## src/rtl/slider_pkg.sv

```systemverilog
// Shared types and constants for the 2x4 slider puzzle command stage.
// A cell index is {row, col[1:0]}: row 0 is the top row, col runs 0..3.
package slider_pkg;

  localparam int POS_W      = 3;
  localparam int ROWS       = 2;
  localparam int COLS       = 4;
  localparam int BLANK_INIT = 7;

  // Direction the blank travels.
  typedef enum logic [1:0] {
    DIR_UP    = 2'd0,
    DIR_DOWN  = 2'd1,
    DIR_LEFT  = 2'd2,
    DIR_RIGHT = 2'd3
  } dir_e;

  // Generator FSM states, kept as plain constants for older tool flows.
  typedef logic [1:0] state_t;
  localparam state_t ST_IDLE   = 2'd0;
  localparam state_t ST_ISSUE  = 2'd1;
  localparam state_t ST_SETTLE = 2'd2;

endpackage

```

## src/rtl/slider_move_gen_neighbor.sv

```systemverilog
// Combinational neighbour lookup: given the blank cell and a direction,
// returns the cell the blank would move into and whether it stays on the board.
// Kept separate so a future scrambler/solver can reuse the same legality rules.
module slider_neighbor
  import slider_pkg::*;
(
  input  logic [POS_W-1:0] blank_pos,
  input  logic [1:0]       dir,
  output logic [POS_W-1:0] neighbor,
  output logic             legal
);

  logic       row;
  logic [1:0] col;

  assign row = blank_pos[2];
  assign col = blank_pos[1:0];

  // Edge checks and the neighbour index for each direction of travel.
  always_comb begin
    neighbor = blank_pos;
    legal    = 1'b0;
    case (dir_e'(dir))
      DIR_UP: begin
        legal    = row;
        neighbor = {1'b0, col};
      end
      DIR_DOWN: begin
        legal    = ~row;
        neighbor = {1'b1, col};
      end
      DIR_LEFT: begin
        legal    = (col != 2'd0);
        neighbor = {row, col - 2'd1};
      end
      DIR_RIGHT: begin
        legal    = (col != 2'd3);
        neighbor = {row, col + 2'd1};
      end
      default: begin
        legal    = 1'b0;
        neighbor = blank_pos;
      end
    endcase
  end

endmodule

```

## src/rtl/slider_move_gen.sv

```systemverilog
// Command stage in front of the slider puzzle core. Accepts "move the blank"
// commands, tracks the blank, and issues from/to index pairs, holding off new
// commands long enough for the core's register and apply stages to finish.
// Every output is a flop; nothing on dir/dir_valid reaches an output directly.
module slider_move_gen
  import slider_pkg::*;
#(
  parameter int COUNT_W       = 16,
  parameter int SETTLE_CYCLES = 2,
  parameter int BLANK_INIT    = slider_pkg::BLANK_INIT
) (
  input  logic               clock,
  input  logic               reset,
  input  logic               dir_valid,
  input  logic [1:0]         dir,
  output logic               dir_ready,
  output logic [POS_W-1:0]   from,
  output logic [POS_W-1:0]   to,
  output logic [POS_W-1:0]   blank_pos,
  output logic               illegal,
  output logic [COUNT_W-1:0] move_count
);

  // $clog2(SETTLE_CYCLES) bits hold 0..SETTLE_CYCLES-1, and SETTLE_CYCLES >= 2.
  localparam int SETTLE_W = $clog2(SETTLE_CYCLES);
  localparam logic [SETTLE_W-1:0] SETTLE_LAST = SETTLE_W'(SETTLE_CYCLES - 1);
  localparam logic [POS_W-1:0]    BLANK_RST   = POS_W'(BLANK_INIT);

  state_t              state;
  logic [SETTLE_W-1:0] settle_cnt;
  logic [POS_W-1:0]    neighbor;
  logic                legal;
  logic                handshake;

  slider_neighbor u_neighbor (
    .blank_pos (blank_pos),
    .dir       (dir),
    .neighbor  (neighbor),
    .legal     (legal)
  );

  assign handshake = dir_valid && dir_ready;

  // Command FSM: accept in IDLE, drive the move for one ISSUE cycle, then hold
  // the idle encoding (from == to) through SETTLE before accepting again.
  always_ff @(posedge clock) begin
    if (reset) begin
      state      <= ST_IDLE;
      settle_cnt <= '0;
      blank_pos  <= BLANK_RST;
      from       <= BLANK_RST;
      to         <= BLANK_RST;
      illegal    <= 1'b0;
      move_count <= '0;
      dir_ready  <= 1'b1;
    end else begin
      illegal <= 1'b0;
      case (state)
        ST_IDLE: begin
          if (handshake) begin
            if (legal) begin
              state     <= ST_ISSUE;
              from      <= neighbor;
              to        <= blank_pos;
              blank_pos <= neighbor;
              dir_ready <= 1'b0;
              if (move_count != {COUNT_W{1'b1}}) begin
                move_count <= move_count + 1'b1;
              end
            end else begin
              illegal <= 1'b1;
            end
          end
        end
        ST_ISSUE: begin
          state      <= ST_SETTLE;
          from       <= blank_pos;
          to         <= blank_pos;
          settle_cnt <= '0;
        end
        ST_SETTLE: begin
          if (settle_cnt == SETTLE_LAST) begin
            state     <= ST_IDLE;
            dir_ready <= 1'b1;
          end else begin
            settle_cnt <= settle_cnt + 1'b1;
          end
        end
        default: begin
          state     <= ST_IDLE;
          from      <= blank_pos;
          to        <= blank_pos;
          dir_ready <= 1'b1;
        end
      endcase
    end
  end

endmodule

```

## config.mk

```make
export PLATFORM = sky130hd
export DESIGN_NAME = slider_move_gen
export DESIGN_NICKNAME = d
export VERILOG_FILES = /design/src/rtl/slider_pkg.sv /design/src/rtl/slider_move_gen_neighbor.sv /design/src/rtl/slider_move_gen.sv
export SDC_FILE = /design/constraint.sdc
export NUM_CORES = 1
export LEC_CHECK = 0
export ABC_AREA = 1
export CORE_MARGIN = 2
export CORE_UTILIZATION = 40
export DETAILED_ROUTE_END_ITERATION = 12
export GPL_TIMING_DRIVEN = 1
export HOLD_SLACK_MARGIN = 0.08
export PLACE_DENSITY_LB_ADDON = 0.3
export SYNTH_ARGS = -nofsm -noshare
export SYNTH_HDL_FRONTEND = slang
export SYNTH_SLANG_ARGS = --single-unit
```

## constraint.sdc

```tcl
create_clock -name clock -period 3.7 [get_ports clock]
set_input_delay 0.74 -clock clock [delete_from_list [all_inputs] [get_ports clock]]
set_output_delay 0.74 -clock clock [all_outputs]
set_load 0.005 [all_outputs]
```

# Word-level counts from Yosys, hierarchy flattened
# Cells that the tools add are included.
classes:
  eq_ne: 10
  reduce_logical: 11
  add_sub_neg: 4
  mux: 19
  n_bitwise: 5
ops:
  columns: ["op", "n"]
  rows:
  - ["adder 16 x 1 -> 16 bit, second input constant", 1]
  - ["!= test 16 bit, second input constant", 1]
  - ["two-way mux 3 bit", 4]
  - ["one-hot mux 3 bit (2 select lines)", 2]
  - ["one-hot mux 3 bit (4 select lines)", 1]
  - ["AND reduction 3 bit", 3]
  - ["!= test 2 bit, second input constant", 4]
  - ["AND reduction 4 bit", 2]
  - ["== test 2 bit, second input constant", 3]
  - ["two-way mux 2 bit", 3]
  - ["one-hot mux 2 bit (3 select lines)", 1]
  - ["two-way mux 1 bit", 5]
  - ["inverter 1 bit", 5]
  - ["== test 2 x 1 -> 1 bit, second input constant", 2]
  - ["logical NOT 2 bit", 2]
  - ["one-hot mux 1 bit (4 select lines)", 1]
  - ["nonzero test 2 bit", 2]
  - ["one-hot mux 1 bit (3 select lines)", 1]
  - ["OR reduction 3 bit", 1]
  - ["adder 2 x 1 -> 2 bit, second input constant", 1]
  - ["one-hot mux 1 bit (2 select lines)", 1]
  - ["subtractor 2 x 1 -> 2 bit, second input constant", 1]
  - ["adder 1 bit, second input constant", 1]
  - ["logical AND 1 bit", 1]
word_totals:
  ff_bits: 30
  output_inout_bits: 27
  in_bits: 5
  elab_cells: 57

# Longest topological paths before layout
# Gate-level depths: netlist of the first run.
depth:
  ltp_word: 5
  depth_mapped: 11
  ltp_nobuf: 10

# Cells and area by module
# Synthesis of the first run repeated with hierarchy kept, for this count alone.
unflattened:
  hier_cells: 249
  area_unflattened_um2: 1709.1
modules_own_cells:
  columns: ["mod", "area_each_um2", "seq_area_each_um2", "n_inst", "cells_per_inst"]
  rows:
  - ["slider_move_gen", 1590.3, 600.6, 1, 223]
  - ["slider_neighbor", 118.9, 0.0, 1, 26]

# Worst setup path after synthesis of the first run
# Ideal clock, no wire load.
synth_path:
  path_type: "input -> register"
  from: "input port dir[0]"
  to: "register to[1]"
  setup_slack_ns: 2.024
  n_path_buf: 0
  arrival_time_ns: 1.544
  t_required_ns: 3.567
  stages: 8
  setup_ns: 0.133
  cell_sequence: "o21ai_0 -> nand2_2 -> nand2_1 -> nand2_1 -> nand2_2 -> inv_1 -> nand2_1 -> nand3_1"
synth_via:
  elab_chain_len: 4
  word_cells_on_any_way: 7
  cone_classes: "eq/ne: 4; mux: 1; reduce/logical: 2"
synth_rtl:
  columns: ["element", "line_no", "rtl"]
  rows:
  - ["start: declaration", "slider_move_gen.sv:15", "input logic [1:0] dir,"]
  - ["== test 2 bit (tied with other cells)", "slider_move_gen_neighbor.sv:23", "case (dir_e'(dir))"]
  - ["one-hot mux 1 bit (4 select lines) (*)", "slider_move_gen_neighbor.sv:23", null]
  - ["!= test 2 bit (no source line) (*)", null, null]
  - ["AND reduction 3 bit (no source line) (*)", null, null]
  - ["end signal: assignment", "slider_move_gen.sv:64", "to <= blank_pos;"]
  - ["end signal: assignment", "slider_move_gen.sv:78", "to <= blank_pos;"]
  - ["end signal: assignment", "slider_move_gen.sv:92", "to <= blank_pos;"]
  - ["end: declaration", "slider_move_gen.sv:18", "output logic [POS_W-1:0] to,"]
# Mark *: on every way between the ends. The rest lies on a longest branch, timed or not.
# A chain may end at the register's enable or synchronous reset.

# Worst setup path after layout of the first run
layout_path:
  from: "input port dir[1]"
  to: "register move_count[2]"
layout_via:
  elab_chain_len: 3
  word_cells_on_any_way: 6
  cone_classes: "eq/ne: 3; mux: 1; reduce/logical: 2"
layout_rtl:
  columns: ["element", "line_no", "rtl"]
  rows:
  - ["== test 2 bit (tied with other cells)", "slider_move_gen_neighbor.sv:23", null]
  - ["one-hot mux 1 bit (4 select lines) (*)", "slider_move_gen_neighbor.sv:23", null]
  - ["AND reduction 4 bit (no source line) (*)", null, null]
  - ["end signal: assignment", "slider_move_gen.sv:68", "move_count <= move_count + 1'b1;"]
  - ["end: declaration", "slider_move_gen.sv:21", "output logic [COUNT_W-1:0] move_count"]
# Marks and branches as above.

==> results of run 1 <==
==> power by group through the flow <==
stage,sequential [uW],combinational [uW],clock (uW)
after floorplan,443,308,0
after global placement,454,458,0
after detailed placement,451,463,0
after CTS,446,465,423
after global routing,454,521,434
final,445,458,415
==> logic make-up (layout without fill, tap and decap cells) <==
| logic type | after synthesis | count (layout) | share of synthesized area, % |
|---|---|---|---|
| compound gates | 47 | 47 | 13.67 |
| fa+ha+maj | 6 | 6 | 4.270 |
| simple gates | 135 | 135 | 35.66 |
| buf+inv | 30 | 62 | 7.757 |
| flops | 30 | 30 | 34.16 |
| xor+xnor | 9 | 9 | 4.484 |
==> flip-flops by register name, indices dropped and copies added, names as in the netlist <==
register,flops
to,3
from,3
dir_ready,1
illegal,1
blank_pos,3
settle_cnt,1
state,2
move_count,16
==> through the flow <==
stage,total power (uW),setup slack [ps]
finish,1318,1463
detailed placement,913.8,1175
CTS,1334,1469
global route,1410,1278
global placement,912.3,1216
floorplan,750.7,2024
==> worst paths after layout <==
check | cells past startpoint | from | end
setup reg to reg | 8 | state[1] | move_count[2]
hold / removal | 2 | to[0] | to[0]
setup / recovery | 9 | dir[1] | move_count[2]
hold reg to reg | 2 | to[0] | to[0]
==> routing by layer <==
metal / wire, um / vias to the layer above / track usage, %
met3: 160 / 6 / 3.752
met1: 1769 / 770 / 18.79
met2: 1880 / 31 / 28.09
li1: - / 905 / -
met4: 53 / 0 / 5.769
met5: 0 / - / 0
==> cell type report <==
class | count | area [um^2] | share of cell area (%)
Timing Repair Buffer | 32 | 317.8 | 14.25
Inverter | 22 | 82.58 | 3.704
Clock buffer | 6 | 82.58 | 3.704
Clock inverter | 2 | 60.06 | 2.694
Tap cell | 52 | 65.06 | 2.918
Multi-Input combinational cell | 197 | 1021 | 45.79
Sequential cell | 30 | 600.6 | 26.94
==> worst min-delay path: cells and delay by family (launching register included) <==
| family | cells | cell delay [ps] |
|---|---|---|
| flip-flops | 1 | 320 |
| AND/OR/NAND/NOR | 2 | 110 |
==> synth_stat cells, types with 3 or more instances <==
cell / instances / area (um^2)
o21ai_1: 8 / 40.04
nand2_1: 78 / 292.8
inv_1: 21 / 78.83
clkbuf_1: 3 / 11.26
o21ai_0: 17 / 85.08
nor2_2: 3 / 18.77
nand3_1: 19 / 95.09
nand4_1: 8 / 50.05
nor2_1: 17 / 63.81
dfxtp_1: 30 / 600.6
xor2_1: 6 / 52.55
nand2_2: 3 / 18.77
xnor2_1: 3 / 26.28
a21oi_1: 20 / 100.1
ha_1: 6 / 75.07
==> results.py, run 1 <==
metrics = {
    "pwr": {
        "pwr_density_cell_nw_per_um2": 591.3,
        "leakagePower_uw": 0.0008940,
        "ir_drop_mv": 0.4105,
        "comb_power_share_pct": 34.8,
        "clkPwrFrac_pct": 31.5,
        "pwr-share-seq_pct": 33.8,
        "swShare_pct": 33.11,
        "p_switching_uw": 436.5,
        "intPower_uw": 881.9,
    },
    "sta": {
        "whs_ps": 470.0,
        "rsz0062_at_grt": "false",
        "post-route-min-period_ps": 2237,
        "hold_violations": 0,
        "final.setup.tns_ps": 0,
        "relSlewSlack_pct": 75.92,
        "timing.final.crit_share_pct": 60.47,
        "worstMarginPinSlew_ps": 360.4,
        "final_max_slew_viol_count": 0,
        "finClkSkew_ps": 9.031,
        "setup_viol": 0,
        "max_freq_mhz": 447.0,
    },
    "synth": {
        "syn_nets": 268,
        "ys_types": 24,
        "yosys_warnings": 0,
        "synth-seq-cells": 30,
        "netlist_instances": 257,
        "synth_edf_count": 0,
        "syn_area_per_cell_um2": 6.840,
        "yosys_most_used_dff": "dfxtp_1",
        "ys_seq_area_share_pct": 34.16,
        "async_flop_share_pct": 0,
        "syn_area_um2": 1758,
    },
    "final_layout": {
        "antenna_cells": 0,
        "final_cell_mix": "78 x nand2_1, 31 x clkdlybuf4s50_1, 30 x dfxtp_1",
        "final_cell_count_no_fill": 341,
        "finalInstanceArea_um2": 2230,
        "drive_gt1_share_pct": 7.266,
        "fillers": 442,
        "final_common_cell": "nand2_1",
        "nets": 299,
        "postLayoutCoreUtil_pct": 51.92,
        "area_growth_pct": 26.83,
    },
    "critical_path": {
        "cp_max_fo": 18,
        "cp-end-kind": "register",
        "crit_path_cell_trace": "clkdlybuf4s50_1 -> inv_2 -> nand2_1 -> nand2_1 -> nand2_2 -> nand3_4 -> nor2_4 -> nand2_1 -> a21oi_1",
        "path_delay_family": "simple AND/OR/NAND/NOR gates",
        "path_common_cell": "nand2_1",
        "slowest_delay_ps": 600,
        "path_buf_inv": 2,
        "worst_path_max_delay_cell": "clkdlybuf4s50_1",
        "crit_path_start_kind": "primary input",
        "critPathKind": "in2reg",
        "crit_arrival_ps": 2460,
        "r2r_slack_ps": 1690,
        "critPathRequiredTime_ps": 3920,
    },
    "route": {
        "dr.pass1.iters": 4,
        "post_drt_wl_per_cell_um": 11.33,
        "vias": 1712,
        "drt_iter0_drc": 101,
        "drcViolationCount": 0,
        "postRouteAntennaNets": 0,
        "drt-total-wl_mm": 3.864,
        "vias_per_cell": 5.021,
    },
    "floorplan": {
        "die_w_um": 70.30,
        "rows": 24,
        "core_area_um2": 4294,
        "pin_count": 32,
        "start_util_pct": 40.94,
        "dieArea_um2": 4941,
        "die_h_um": 70.30,
    },
    "clocking": {
        "path_clk_slew_ps": 70,
        "clk_path_buf_depth": 2,
        "root_buffer": "clkbuf_8",
        "clk_latency_ps": 290,
        "cts_buffers": 5,
        "cts_num_sinks": 30,
        "cts_tree": "built",
        "hold_buffers": 0,
        "cts_resized": 0,
        "postCtsSetupBuffers": 0,
        "ctsHtreeMaxLevel": 2,
    },
    "global_route": {
        "grt_max_degree": 21,
        "grt_pass1_vias": 1444,
        "grt_overflow": 0,
        "grt_pass1_wl_mm": 6.389,
        "grt_use_total_pct": 15.99,
        "antenna_found_initial": 0,
    },
    "placed_design": {
        "place_congestion": 0.8029,
        "io_buffer_count": 31,
        "dp_hpwl_mm": 2.778,
        "dp_cells": 333,
        "placed_area_um2": 2087,
    },
    "flow_run": {
        "max_cap_violations": 0,
    },
    "worst_hold_path": {
        "hold_class": "reg2reg",
    },
    "outcome": {
        "status": "completed",
    },
}
No activity file was read; power rests on OpenSTA's default activity.
==> run 2: changes to the inputs <==
==> constraint.sdc (replaced) <==
create_clock -name clock -period 2.25 [get_ports clock]
set_input_delay 0.45 -clock clock [delete_from_list [all_inputs] [get_ports clock]]
set_output_delay 0.45 -clock clock [all_outputs]
set_load 0.005 [all_outputs]
==> run 2 against run 1 <==
Hold slack improved by 10 ps. Sequential share of layout area rose by 0.17 points. Flip-flop and latch count did not move. First-iteration DRC count fell by 11%. Critical endpoint is now move_count[0].
==> results.py, run 2 (synthesized netlist as in run 1, its figures left out) <==
metrics = {
    "route": {
        "drcViolationCount": 0,
        "drt_iter0_drc": 90,
        "vias_per_cell": 5.087,
        "drt-total-wl_mm": 3.994,
        "dr.pass1.iters": 4,
        "vias": 1745,
        "post_drt_wl_per_cell_um": 11.64,
        "postRouteAntennaNets": 0,
    },
    "global_route": {
        "grt_use_total_pct": 16.76,
        "grt_max_degree": 20,
        "grt_pass1_wl_mm": 6.734,
        "grt_overflow": 0,
        "antenna_found_initial": 0,
        "grt_pass1_vias": 1530,
    },
    "sta": {
        "hold_violations": 0,
        "finClkSkew_ps": 4.037,
        "max_freq_mhz": 545.5,
        "final.setup.tns_ps": 0,
        "rsz0062_at_grt": "false",
        "worstMarginPinSlew_ps": 373.0,
        "setup_viol": 0,
        "timing.final.crit_share_pct": 81.48,
        "post-route-min-period_ps": 1833,
        "final_max_slew_viol_count": 0,
        "relSlewSlack_pct": 75.08,
    },
    "clocking": {
        "root_buffer": "clkbuf_8",
        "ctsHtreeMaxLevel": 2,
        "clk_path_buf_depth": 2,
        "cts_num_sinks": 30,
        "hold_buffers": 0,
        "cts_tree": "built",
        "path_clk_slew_ps": 70,
        "cts_buffers": 5,
        "postCtsSetupBuffers": 0,
        "clk_latency_ps": 280,
        "cts_resized": 0,
    },
    "floorplan": {
        "rows": 24,
        "pin_count": 32,
        "die_h_um": 70.30,
        "start_util_pct": 40.94,
        "core_area_um2": 4294,
        "dieArea_um2": 4941,
        "die_w_um": 70.30,
    },
    "final_layout": {
        "final_cell_mix": "78 x nand2_1, 31 x clkdlybuf4s50_1, 30 x dfxtp_1",
        "area_growth_pct": 26.05,
        "regArea_um2": 600.6,
        "antenna_cells": 0,
        "regMostFlops": "move_count",
        "final_common_cell": "nand2_1",
        "drive_gt1_share_pct": 7.904,
        "nets": 301,
        "largest_reg_flops": 16,
        "postLayoutCoreUtil_pct": 51.60,
        "fillers": 436,
        "multi_input_area_um2": 1021,
    },
    "pwr": {
        "pwr_density_cell_nw_per_um2": 930.5,
        "ir_drop_mv": 0.6603,
        "intPower_uw": 1322,
        "comb_power_share_pct": 38.2,
        "clkPwrFrac_pct": 26.5,
        "leakagePower_uw": 0.0008826,
        "swShare_pct": 35.88,
        "pwr-share-seq_pct": 35.3,
        "p_switching_uw": 739.7,
    },
    "placed_design": {
        "place_congestion": 0.7810,
        "io_buffer_count": 31,
        "dp_hpwl_mm": 2.828,
    },
    "critical_path": {
        "crit_arrival_ps": 2010,
        "crit_path_start_kind": "register",
        "slowest_delay_ps": 390,
        "cp-end-kind": "register",
        "critPathRequiredTime_ps": 2430,
        "cp_max_fo": 17,
        "worst_path_max_delay_cell": "dfxtp_1",
        "path_delay_family": "simple AND/OR/NAND/NOR gates",
        "critPathKind": "reg2reg",
        "crit_path_cell_trace": "ha_1 -> nand2_2 -> nor2_4 -> nand3_4 -> nor2_8 -> nor2_4 -> o21ai_0 -> nor2_1",
        "path_buf_inv": 0,
        "path_common_cell": "nor2_4",
    },
    "flow_run": {
        "max_cap_violations": 0,
    },
    "worst_hold_path": {
        "hold_class": "reg2reg",
    },
    "outcome": {
        "status": "completed",
    },
}
-- run 2: metrics by stage --
stage	instance area (um^2)	setup WS, ps	hold slack (ps)	cells	power (uW)
6_report	2216	416.8	480.2	343	2062
5_1_grt	2216	138.5	505.5	343	2214
4_1_cts	2216	399.5	481.9	343	2082
3_5_place_dp	2102	144.9	463.2	335	1528
3_3_place_gp	2102	181.8	462.1	335	1523
2_1_floorplan	1758	675.7	456.0	257	1235
-- run 2: worst min-delay path, stage by stage (launching register included) --
cell     delay (ps)
dfxtp_1         330
nand2_1          60
nand3_1          70
-- run 2: power by group through the flow --
stage / logic, uW / registers, uW / clock network [uW]
6_report: 787 / 728 / 547
3_3_place_gp: 781 / 742 / 0
4_1_cts: 793 / 730 / 559
5_1_grt: 883 / 742 / 589
2_1_floorplan: 506 / 729 / 0
3_5_place_dp: 791 / 737 / 0
-- run 2: layer usage --
metal  global-route usage (%)  wire (um)  part of all wire (%)  vias up
met1                    20.80       1878                    47      785
met3                    3.175        180                   4.5        7
met2                    28.30       1861                    47       46
met5                        0          0                     0        -
met4                    6.838         74                   1.9        0
li1                         -          -                     -      907
-- run 2: path summary, 6_finish.rpt --
check / slack [ps] / end / startpoint / depth (start not counted)
hold reg to reg: 480 / to[0] / to[0] / 2
setup / recovery: 420 / move_count[0] / move_count[1] / 8
setup reg to reg: 420 / move_count[0] / move_count[1] / 8
hold / removal: 480 / to[0] / to[0] / 2
-- run 2: layout make-up --
class / count / area share (%)
inverter: 22 / 3.727
sequential: 30 / 27.10
multi-input combinational: 197 / 46.08
timing repair buffer: 34 / 15.02
clock inverter: 3 / 2.033
clock buffer: 5 / 3.106
tap: 52 / 2.936
